## src/rtl/mac_pkg.sv

```systemverilog
// Shared constants and state encoding for the sequential multiply-accumulate block.
package mac_pkg;

    localparam int OP_W  = 16;                // operand width
    localparam int RES_W = 32;                // product / accumulator width
    localparam int ITER  = 16;                // shift-add iterations per multiply
    localparam int CNT_W = $clog2(ITER);      // iteration counter width

    localparam logic [CNT_W-1:0] LAST_ITER = CNT_W'(ITER - 1);

    typedef enum logic [1:0] {
        IDLE,
        CALC,
        ACC,
        DONE
    } state_e;

endpackage

```

## src/rtl/thirty_two_bit_adder.sv

```systemverilog
// 32-bit ripple-carry adder built from a chain of full-adder bit slices.
module thirty_two_bit_adder (
    input  logic [31:0] x_i,
    input  logic [31:0] y_i,
    input  logic        cin_i,
    output logic [31:0] sum_o,
    output logic        cout_o
);

    logic [32:0] carry;

    assign carry[0] = cin_i;

    // One full adder per bit; the carry ripples from bit 0 upward.
    for (genvar i = 0; i < 32; i++) begin : g_bit
        assign sum_o[i]     = x_i[i] ^ y_i[i] ^ carry[i];
        assign carry[i + 1] = (x_i[i] & y_i[i]) | (carry[i] & (x_i[i] ^ y_i[i]));
    end

    assign cout_o = carry[32];

endmodule

```

## src/rtl/seq_mac_ctrl.sv

```systemverilog
// Sequential shift-add multiplier with an optional accumulate step.
// One shared adder serves both the partial-product sums (CALC) and the
// accumulator update (ACC); its operands are selected by the current state.
module seq_mac_ctrl
    import mac_pkg::*;
#(
    parameter int OP_W = mac_pkg::OP_W
) (
    input  logic             clk,
    input  logic             reset,
    input  logic             start,
    input  logic [OP_W-1:0]  a,
    input  logic [OP_W-1:0]  b,
    input  logic             acc_en,
    input  logic             clr_acc,
    output logic             busy,
    output logic             done,
    output logic [RES_W-1:0] product,
    output logic [RES_W-1:0] acc,
    output logic             overflow
);

    state_e             state_q;
    logic [CNT_W-1:0]   cnt_q;
    logic [RES_W-1:0]   mcand_q;      // multiplicand, shifted left each iteration
    logic [OP_W-1:0]    mplier_q;     // multiplier, shifted right each iteration
    logic               acc_en_q;
    logic [RES_W-1:0]   product_q;
    logic [RES_W-1:0]   acc_q;
    logic               ovf_q;
    logic               busy_q;
    logic               done_q;

    logic [RES_W-1:0]   add_x;
    logic [RES_W-1:0]   add_y;
    logic [RES_W-1:0]   add_sum;
    logic               add_cout;

    // Select the shared adder operands according to the current state.
    always_comb begin
        // NOTE: defaults first so every path assigns both operands and no latch is inferred.
        add_x = '0;
        add_y = '0;
        case (state_q)
            CALC: begin
                add_x = product_q;
                add_y = mcand_q;
            end
            ACC: begin
                add_x = acc_q;
                add_y = product_q;
            end
            default: ;
        endcase
    end

    thirty_two_bit_adder u_adder (
        .x_i    (add_x),
        .y_i    (add_y),
        .cin_i  (1'b0),
        .sum_o  (add_sum),
        .cout_o (add_cout)
    );

    // Control FSM together with the datapath registers and registered outputs.
    always_ff @(posedge clk or posedge reset) begin
        // NOTE: every register here is plain flops (no memory arrays), so all are reset.
        if (reset) begin
            state_q   <= IDLE;
            cnt_q     <= '0;
            mcand_q   <= '0;
            mplier_q  <= '0;
            acc_en_q  <= 1'b0;
            product_q <= '0;
            acc_q     <= '0;
            ovf_q     <= 1'b0;
            busy_q    <= 1'b0;
            done_q    <= 1'b0;
        end else begin
            // NOTE: non-blocking assignments so every register samples pre-edge values.
            done_q <= 1'b0;
            case (state_q)
                IDLE: begin
                    if (clr_acc) begin
                        acc_q <= '0;
                        ovf_q <= 1'b0;
                    end
                    if (start) begin
                        mcand_q   <= RES_W'(a);
                        mplier_q  <= b;
                        acc_en_q  <= acc_en;
                        product_q <= '0;
                        cnt_q     <= '0;
                        busy_q    <= 1'b1;
                        state_q   <= CALC;
                    end
                end
                CALC: begin
                    if (mplier_q[0]) begin
                        product_q <= add_sum;
                    end
                    mcand_q  <= mcand_q << 1;
                    mplier_q <= mplier_q >> 1;
                    cnt_q    <= cnt_q + CNT_W'(1);
                    if (cnt_q == LAST_ITER) begin
                        state_q <= acc_en_q ? ACC : DONE;
                        done_q  <= ~acc_en_q;
                    end
                end
                ACC: begin
                    acc_q <= add_sum;
                    if (add_cout) begin
                        ovf_q <= 1'b1;
                    end
                    state_q <= DONE;
                    done_q  <= 1'b1;
                end
                DONE: begin
                    busy_q  <= 1'b0;
                    state_q <= IDLE;
                end
                default: state_q <= IDLE;
            endcase
        end
    end

    assign busy     = busy_q;
    assign done     = done_q;
    assign product  = product_q;
    assign acc      = acc_q;
    assign overflow = ovf_q;

endmodule

```

## config.mk

```make
export PLATFORM = sky130hd
export DESIGN_NAME = seq_mac_ctrl
export DESIGN_NICKNAME = d
export VERILOG_FILES = /design/src/rtl/mac_pkg.sv /design/src/rtl/thirty_two_bit_adder.sv /design/src/rtl/seq_mac_ctrl.sv
export SDC_FILE = /design/constraint.sdc
export NUM_CORES = 1
export LEC_CHECK = 0
export CAP_MARGIN = 15
export CORE_MARGIN = 2
export CORE_UTILIZATION = 40
export CTS_CLUSTER_DIAMETER = 30
export DETAILED_ROUTE_END_ITERATION = 6
export DONT_BUFFER_PORTS = 1
export PLACE_DENSITY = 0.51
export SLEW_MARGIN = 20
export SYNTH_ARGS = -nofsm -noshare
export SYNTH_HDL_FRONTEND = slang
export SYNTH_SLANG_ARGS = --single-unit
```

## constraint.sdc

```tcl
create_clock -name clk -period 20.8 [get_ports clk]
set_clock_uncertainty 0.15 [all_clocks]
set_input_delay 3.12 -clock clk [delete_from_list [all_inputs] [get_ports clk]]
set_output_delay 3.12 -clock clk [all_outputs]
set_load 0.05 [all_outputs]
```

==> results of run 1 <==
## path summary, 6_finish.rpt
kind	from	end	slack, ns	depth (start not counted)
max in group asynchronous	reset	acc[27]$_DFFE_PP0P_	16.66	2
worst max-delay path	state_q[1]$_DFFE_PP0P_	product[31]$_DFFE_PP0P_	5.12	41
worst min-delay path	mcand_q[18]$_DFFE_PP0P_	mcand_q[18]$_DFFE_PP0P_	0.33	2
min in group asynchronous	reset	mcand_q[9]$_DFFE_PP0P_	2.52	1
worst min register to register	mcand_q[18]$_DFFE_PP0P_	mcand_q[18]$_DFFE_PP0P_	0.33	2
worst max register to register	state_q[1]$_DFFE_PP0P_	product[31]$_DFFE_PP0P_	5.12	41
## power breakdown
part | switching, mW | internal [mW] | leakage (nW)
logic | 0.262 | 0.133 | 1.18
registers | 0.0839 | 0.285 | 1.64
clock network | 0.115 | 0.238 | 0.331
## stage by stage
stage | utilization | cells | worst slack, ns
final | 0.455 | 924 | 5.12
after floorplan | - | 716 | 6.47
after global routing | 0.455 | 924 | 4.40
after detailed placement | 0.415 | 892 | 5.11
after CTS | 0.455 | 924 | 5.04
after global placement | 0.415 | 892 | 5.32
## routing by layer
metal	up-vias	global-route usage	part of all wire	wire, um
met5	-	0	0	0
met4	0	0.0676	0.017	285
met3	24	0.0593	0.055	900
met2	97	0.311	0.49	8070
met1	2434	0.228	0.43	7120
li1	2343	-	-	-
## flip-flops by register name (all words and copies together), names as in the netlist
register  cells
acc          32
mcand_q      32
product      32
mplier_q     16
cnt_q         4
state_q       2
acc_en_q      1
busy          1
done          1
overflow      1
## synthesized netlist by cell type (all sizes together) (2+ instances only)
| cell type | instances |
|---|---|
| a21oi | 4 |
| a22o | 38 |
| a22oi | 11 |
| buf | 28 |
| clkbuf | 29 |
| dfrtp | 122 |
| fa | 31 |
| ha | 7 |
| inv | 13 |
| mux2 | 29 |
| mux2i | 34 |
| nand2 | 189 |
| nand2b | 31 |
| nand3 | 2 |
| nand4 | 6 |
| nor2b | 41 |
| o21ai | 88 |
## worst register-to-register path: cells and delay by family (launching register included)
family	cells	cell delay [ns]
AOI/OAI and AO/OA	2	0.27
buffers and inverters	4	0.97
DFF	1	0.44
adders and majority gates	33	13.47
and+or+nand+nor	2	0.25
## kinds of logic after synthesis
logic type      share of synthesized area
flops                               0.433
compound gates                      0.138
fa+ha+maj                           0.100
mux                                 0.109
simple gates                        0.174
buf+inv                            0.0460
## final cells by class
cell class | count | area, sq um
Timing Repair Buffer | 8 | 60.1
Multi-Input combinational cell | 524 | 3700
Fill cell | 1633 | 9390
Clock buffer | 18 | 429
Clock inverter | 14 | 269
Tap cell | 225 | 282
Sequential cell | 122 | 3050
Inverter | 13 | 51.3
==> impl_metrics.csv, run 1 <==
group,metric,value,unit
floorplanning,num_io_pins,104,
floorplanning,chipHeight,137,um
global_route,grt.overflow.total,0,
placed_design,placed_area,0.00715,sq mm
yosys,yosysSeqAreaShare,0.433,
sta,tightest_slew,0.835,ns
power,cellPowerDensity,142,mW/mm^2
placed_design,globalplace.congestion,0.735,
cts,cts_setup_buffers,0,
power,power,1.12,mW
critical_path,crit_fanout,54,
placed_design,post-dp-hpwl,10500,um
finish,final_nets,761,
sta,finalMaxSlewViolations,0,
yosys,ys_seq_elements,122,
finish,syn_to_final_growth,11.3,%
cts,cts_resized,0,
cts,clk_path_buf_depth,2,
floorplanning,die_area,0.0187,sq mm
yosys,postSynth.asyncResetShare,1.00,
global_route,grt_max_degree,99,
sta,hold_violations,0,
cts,path_clk_slew,0.06,ns
critical_path,crit_path_top_delay_cell,"buf_4",
yosys,yosysTopAreaCell,"dfrtp_1",
cts,cts_hold_buf,0,
critical_path,crit_family,"adder cells",
sta,rsz0062_at_grt,"false",
yosys,synth_area_leaders,"dfrtp_1, nand2_1, fa_1",
routing,drt-initial-drc-count,217,
routing,drtPass1Iterations,4,
hold_path,hp-class,"reg -> reg",
global_route,antenna_found_initial,0,
critical_path,start_kind,"register",
yosys,yosys.cell_types.count,37,
floorplanning,start_util,0.409,
global_route,grt_pass1_vias,5135,
sta,whs,0.330,ns
floorplanning,die_w,137,um
yosys,avgSynthCellArea,9.85,sq um
critical_path,worst_ep_required_time,20.93,ns
floorplanning,fp.coreArea,0.0172,sq mm
critical_path,slowest_delay,0.65,ns
routing,drc_errors,0,
cts,htreeDepth,4,
sta,setup_viol,0,
routing,vias,4898,
yosys,synth-edff-count,0,
finish,antenna_cells,0,
critical_path,cp_common_cell,"fa_1",
power,max-vdd-ir-drop,0.0927,mV
cts,insertion_delay,0.42,ns
yosys,ys.flop_type,"dfrtp_1",
critical_path,cp_num_buf_inv,4,
routing,routed_wirelength,16400,um
critical_path,cp-end-kind,"register",
cts,cts_tree,"built",
finish,layout_commonest_cell,"nand2_1",
finish,design_area,0.00785,sq mm
flow_run,max_cap_viol_count,0,
sta,timing.final.crit_period,15.68,ns
finish,final_cell_mix,"nand2_1, dfrtp_1, o21ai_0, nor2b_1, a22o_1",
finish,post_route_cells_drive_above_1_share,0.104,
sta,relSlewSlack,0.443,
floorplanning,rows,48,
global_route,grt_first_pass_wirelength,27100,um
yosys,synth_top_area_frac,0.433,
critical_path,cp.arrival,15.81,ns
yosys,syn_area,0.00705,sq mm
sta,post-route-period-util,0.754,
placed_design,io_buffers,0,
cts,numCtsBuffers,17,
yosys,syn_inst,716,
routing,avgRoutedWirePerCell,17.7,um
cts,clock_sinks,122,
sta,max_freq,63.8,MHz
yosys,synth_nets,791,
routing,postRouteAntennaNets,0,
run_status,run_status,"finished, final reports clean",
routing,via_per_inst,5.30,
critical_path,crit_type,"reg -> reg",
sta,setup_tns,0,ns
global_route,grt.total_usage,0.187,
power,p_leak,3.15,nW
yosys,ys_warn_count,0,
cts,root_buffer,"clkbuf_16",
Power figures use the tool's default switching activity.
==> inputs of run 2 (changes only) <==
--- a/config.mk
+++ b/config.mk
@@ -11,7 +11,7 @@
 export CTS_CLUSTER_DIAMETER = 30
 export DETAILED_ROUTE_END_ITERATION = 6
 export DONT_BUFFER_PORTS = 1
-export PLACE_DENSITY = 0.51
+export PLACE_DENSITY = 0.53
 export SLEW_MARGIN = 20
 export SYNTH_ARGS = -nofsm -noshare
 export SYNTH_HDL_FRONTEND = slang
==> constraint.sdc (replaced) <==
create_clock -name clk -period 13.8 [get_ports clk]
set_clock_uncertainty 0.15 [all_clocks]
set_input_delay 2.07 -clock clk [delete_from_list [all_inputs] [get_ports clk]]
set_output_delay 2.07 -clock clk [all_outputs]
set_load 0.05 [all_outputs]
==> run 2 against run 1 <==
Effect of this change:
- final area increased by 1.6%
- first-iteration DRC count grew 29%
- flip-flop and latch count stayed put
- critical path type unchanged
- critical endpoint unchanged
- highest routed layer unchanged
==> impl_metrics.csv, run 2 (synthesis results as in run 1) <==
group,metric,value,unit
run_status,run_status,"finished, final reports clean",
cts,numCtsBuffers,17,
finish,syn_to_final_growth,13.1,%
critical_path,crit_path_top_delay_cell,"fa_1",
cts,clock_sinks,122,
placed_design,globalplace.congestion,0.747,
floorplanning,chipHeight,137,um
finish,layout_commonest_cell,"nand2_1",
flow_run,max_cap_viol_count,0,
routing,drtPass1Iterations,5,
sta,setup_viol,0,
sta,tightest_slew,0.796,ns
routing,vias,4987,
placed_design,io_buffers,0,
finish,design_area,0.00797,sq mm
sta,whs,0.329,ns
sta,timing.final.crit_period,13.41,ns
global_route,grt_first_pass_wirelength,27000,um
critical_path,cp.arrival,13.53,ns
placed_design,dpl.cell_count,916,
global_route,grt.total_usage,0.186,
floorplanning,start_util,0.409,
cts,insertion_delay,0.42,ns
sta,relSlewSlack,0.468,
power,power_frac_seq,0.329,
global_route,busiest_layer,"met2",
power,max-vdd-ir-drop,0.193,mV
routing,drc_errors,0,
routing,postRouteAntennaNets,0,
global_route,grt_pass1_vias,5154,
sta,finalMaxSlewViolations,0,
cts,root_buffer,"clkbuf_16",
finish,final.fill_count,1621,
hold_path,hp-class,"reg -> reg",
power,p_switching,0.713,mW
floorplanning,die_w,137,um
critical_path,cp_common_cell,"fa_2",
global_route,use_met3,0.0641,
placed_design,placed_area,0.00735,sq mm
critical_path,cp-end-kind,"register",
cts,cts_tree,"built",
routing,via_per_inst,5.26,
floorplanning,die_area,0.0187,sq mm
finish,post_route_cells_drive_above_1_share,0.166,
sta,rsz0062_at_grt,"false",
finish,instances_no_fill,948,
routing,routed_wirelength,16200,um
sta,hold_violations,0,
finish,final_cell_mix,"nand2_1, dfrtp_1, o21ai_0, nor2b_1, a22o_1",
power,netSwitchingFraction,0.437,
sta,fin_ws,0.394,ns
finish,final_nets,785,
critical_path,worst_ep_required_time,13.92,ns
cts,cts_hold_buf,0,
critical_path,start_kind,"register",
critical_path,slowest_delay,0.46,ns
cts,clk_path_buf_depth,2,
global_route,met2_usage,0.305,
critical_path,crit_fanout,5,
global_route,use_met1,0.227,
global_route,antenna_found_initial,0,
floorplanning,fp.coreArea,0.0172,sq mm
finish,antenna_cells,0,
global_route,grt_max_degree,98,
placed_design,dpl_worst_slack,-0.324,ns
critical_path,crit_type,"reg -> reg",
power,p_comb_frac,0.401,
power,p_leak,3.25,nW
routing,drt-initial-drc-count,281,
global_route,grt.overflow.total,0,
cts,path_clk_slew,0.06,ns
power,power.internal,0.917,mW
placed_design,post-dp-hpwl,10900,um
routing,avgRoutedWirePerCell,17.0,um
power,cellPowerDensity,204,mW/mm^2
sta,max_freq,74.6,MHz
sta,post-route-period-util,0.971,
power,clkPwrFrac,0.269,
finish,final_core_util,0.463,
floorplanning,num_io_pins,104,
cts,htreeDepth,4,
floorplanning,rows,48,
[run 2: worst paths after layout]
kind | endpoint | depth (start not counted) | from | slack, ns
min | mplier_q[14]$_DFFE_PP0P_ | 2 | mplier_q[14]$_DFFE_PP0P_ | 0.33
max | product[31]$_DFFE_PP0P_ | 40 | state_q[0]$_DFFE_PP0P_ | 0.39
max reg2reg | product[31]$_DFFE_PP0P_ | 40 | state_q[0]$_DFFE_PP0P_ | 0.39
max in group asynchronous | mcand_q[26]$_DFFE_PP0P_ | 2 | reset | 10.96
min reg2reg | mplier_q[14]$_DFFE_PP0P_ | 2 | mplier_q[14]$_DFFE_PP0P_ | 0.33
min in group asynchronous | acc[11]$_DFFE_PP0P_ | 1 | reset | 1.42
[run 2: per-stage QoR]
| step | setup TNS, ns | power (mW) |
|---|---|---|
| after floorplan | 0 | 1.04 |
| after global placement | -0.355 | 1.18 |
| after detailed placement | -0.840 | 1.20 |
| after CTS | 0 | 1.65 |
| after global routing | 0 | 1.75 |
| final | 0 | 1.63 |
[run 2: per-layer routing]
metal | vias up | share of wire
li1 | 2398 | -
met4 | 0 | 0.017
met1 | 2474 | 0.44
met5 | - | 0
met2 | 95 | 0.49
met3 | 20 | 0.055
[run 2: what timing repair did]
action / CTS / global route
setup buffers: 0 / 0
resized for setup: 10 / 6
endpoints found under the setup margin: 5 / 5
[run 2: critical path, delay by kind of cell, from the launching register on]
family	cells	cell delay (ns)
adder cells (fa/ha/maj)	33	12.04
flip-flops	1	0.36
AO/OA/AOI/OAI	2	0.16
buffers and inverters	3	0.29
AND/OR/NAND/NOR	2	0.22
[run 2: cell type report]
class	instances	area [sq um]	area share
multi-input cells	524	3760	0.472
clock inverters	15	153	0.0191
inverters	13	51.3	0.00643
clock buffers	17	425	0.0534
well taps	225	282	0.0353
flip-flops and latches	122	3050	0.383
repair buffers	32	244	0.0306
[run 2: power by group through the flow]
stage | registers [mW] | logic (mW) | clock network [mW]
2_1_floorplan | 0.534 | 0.510 | 0
3_3_place_gp | 0.542 | 0.642 | 0
3_5_place_dp | 0.544 | 0.652 | 0
4_1_cts | 0.538 | 0.662 | 0.451
5_1_grt | 0.548 | 0.733 | 0.471
6_report | 0.537 | 0.654 | 0.439
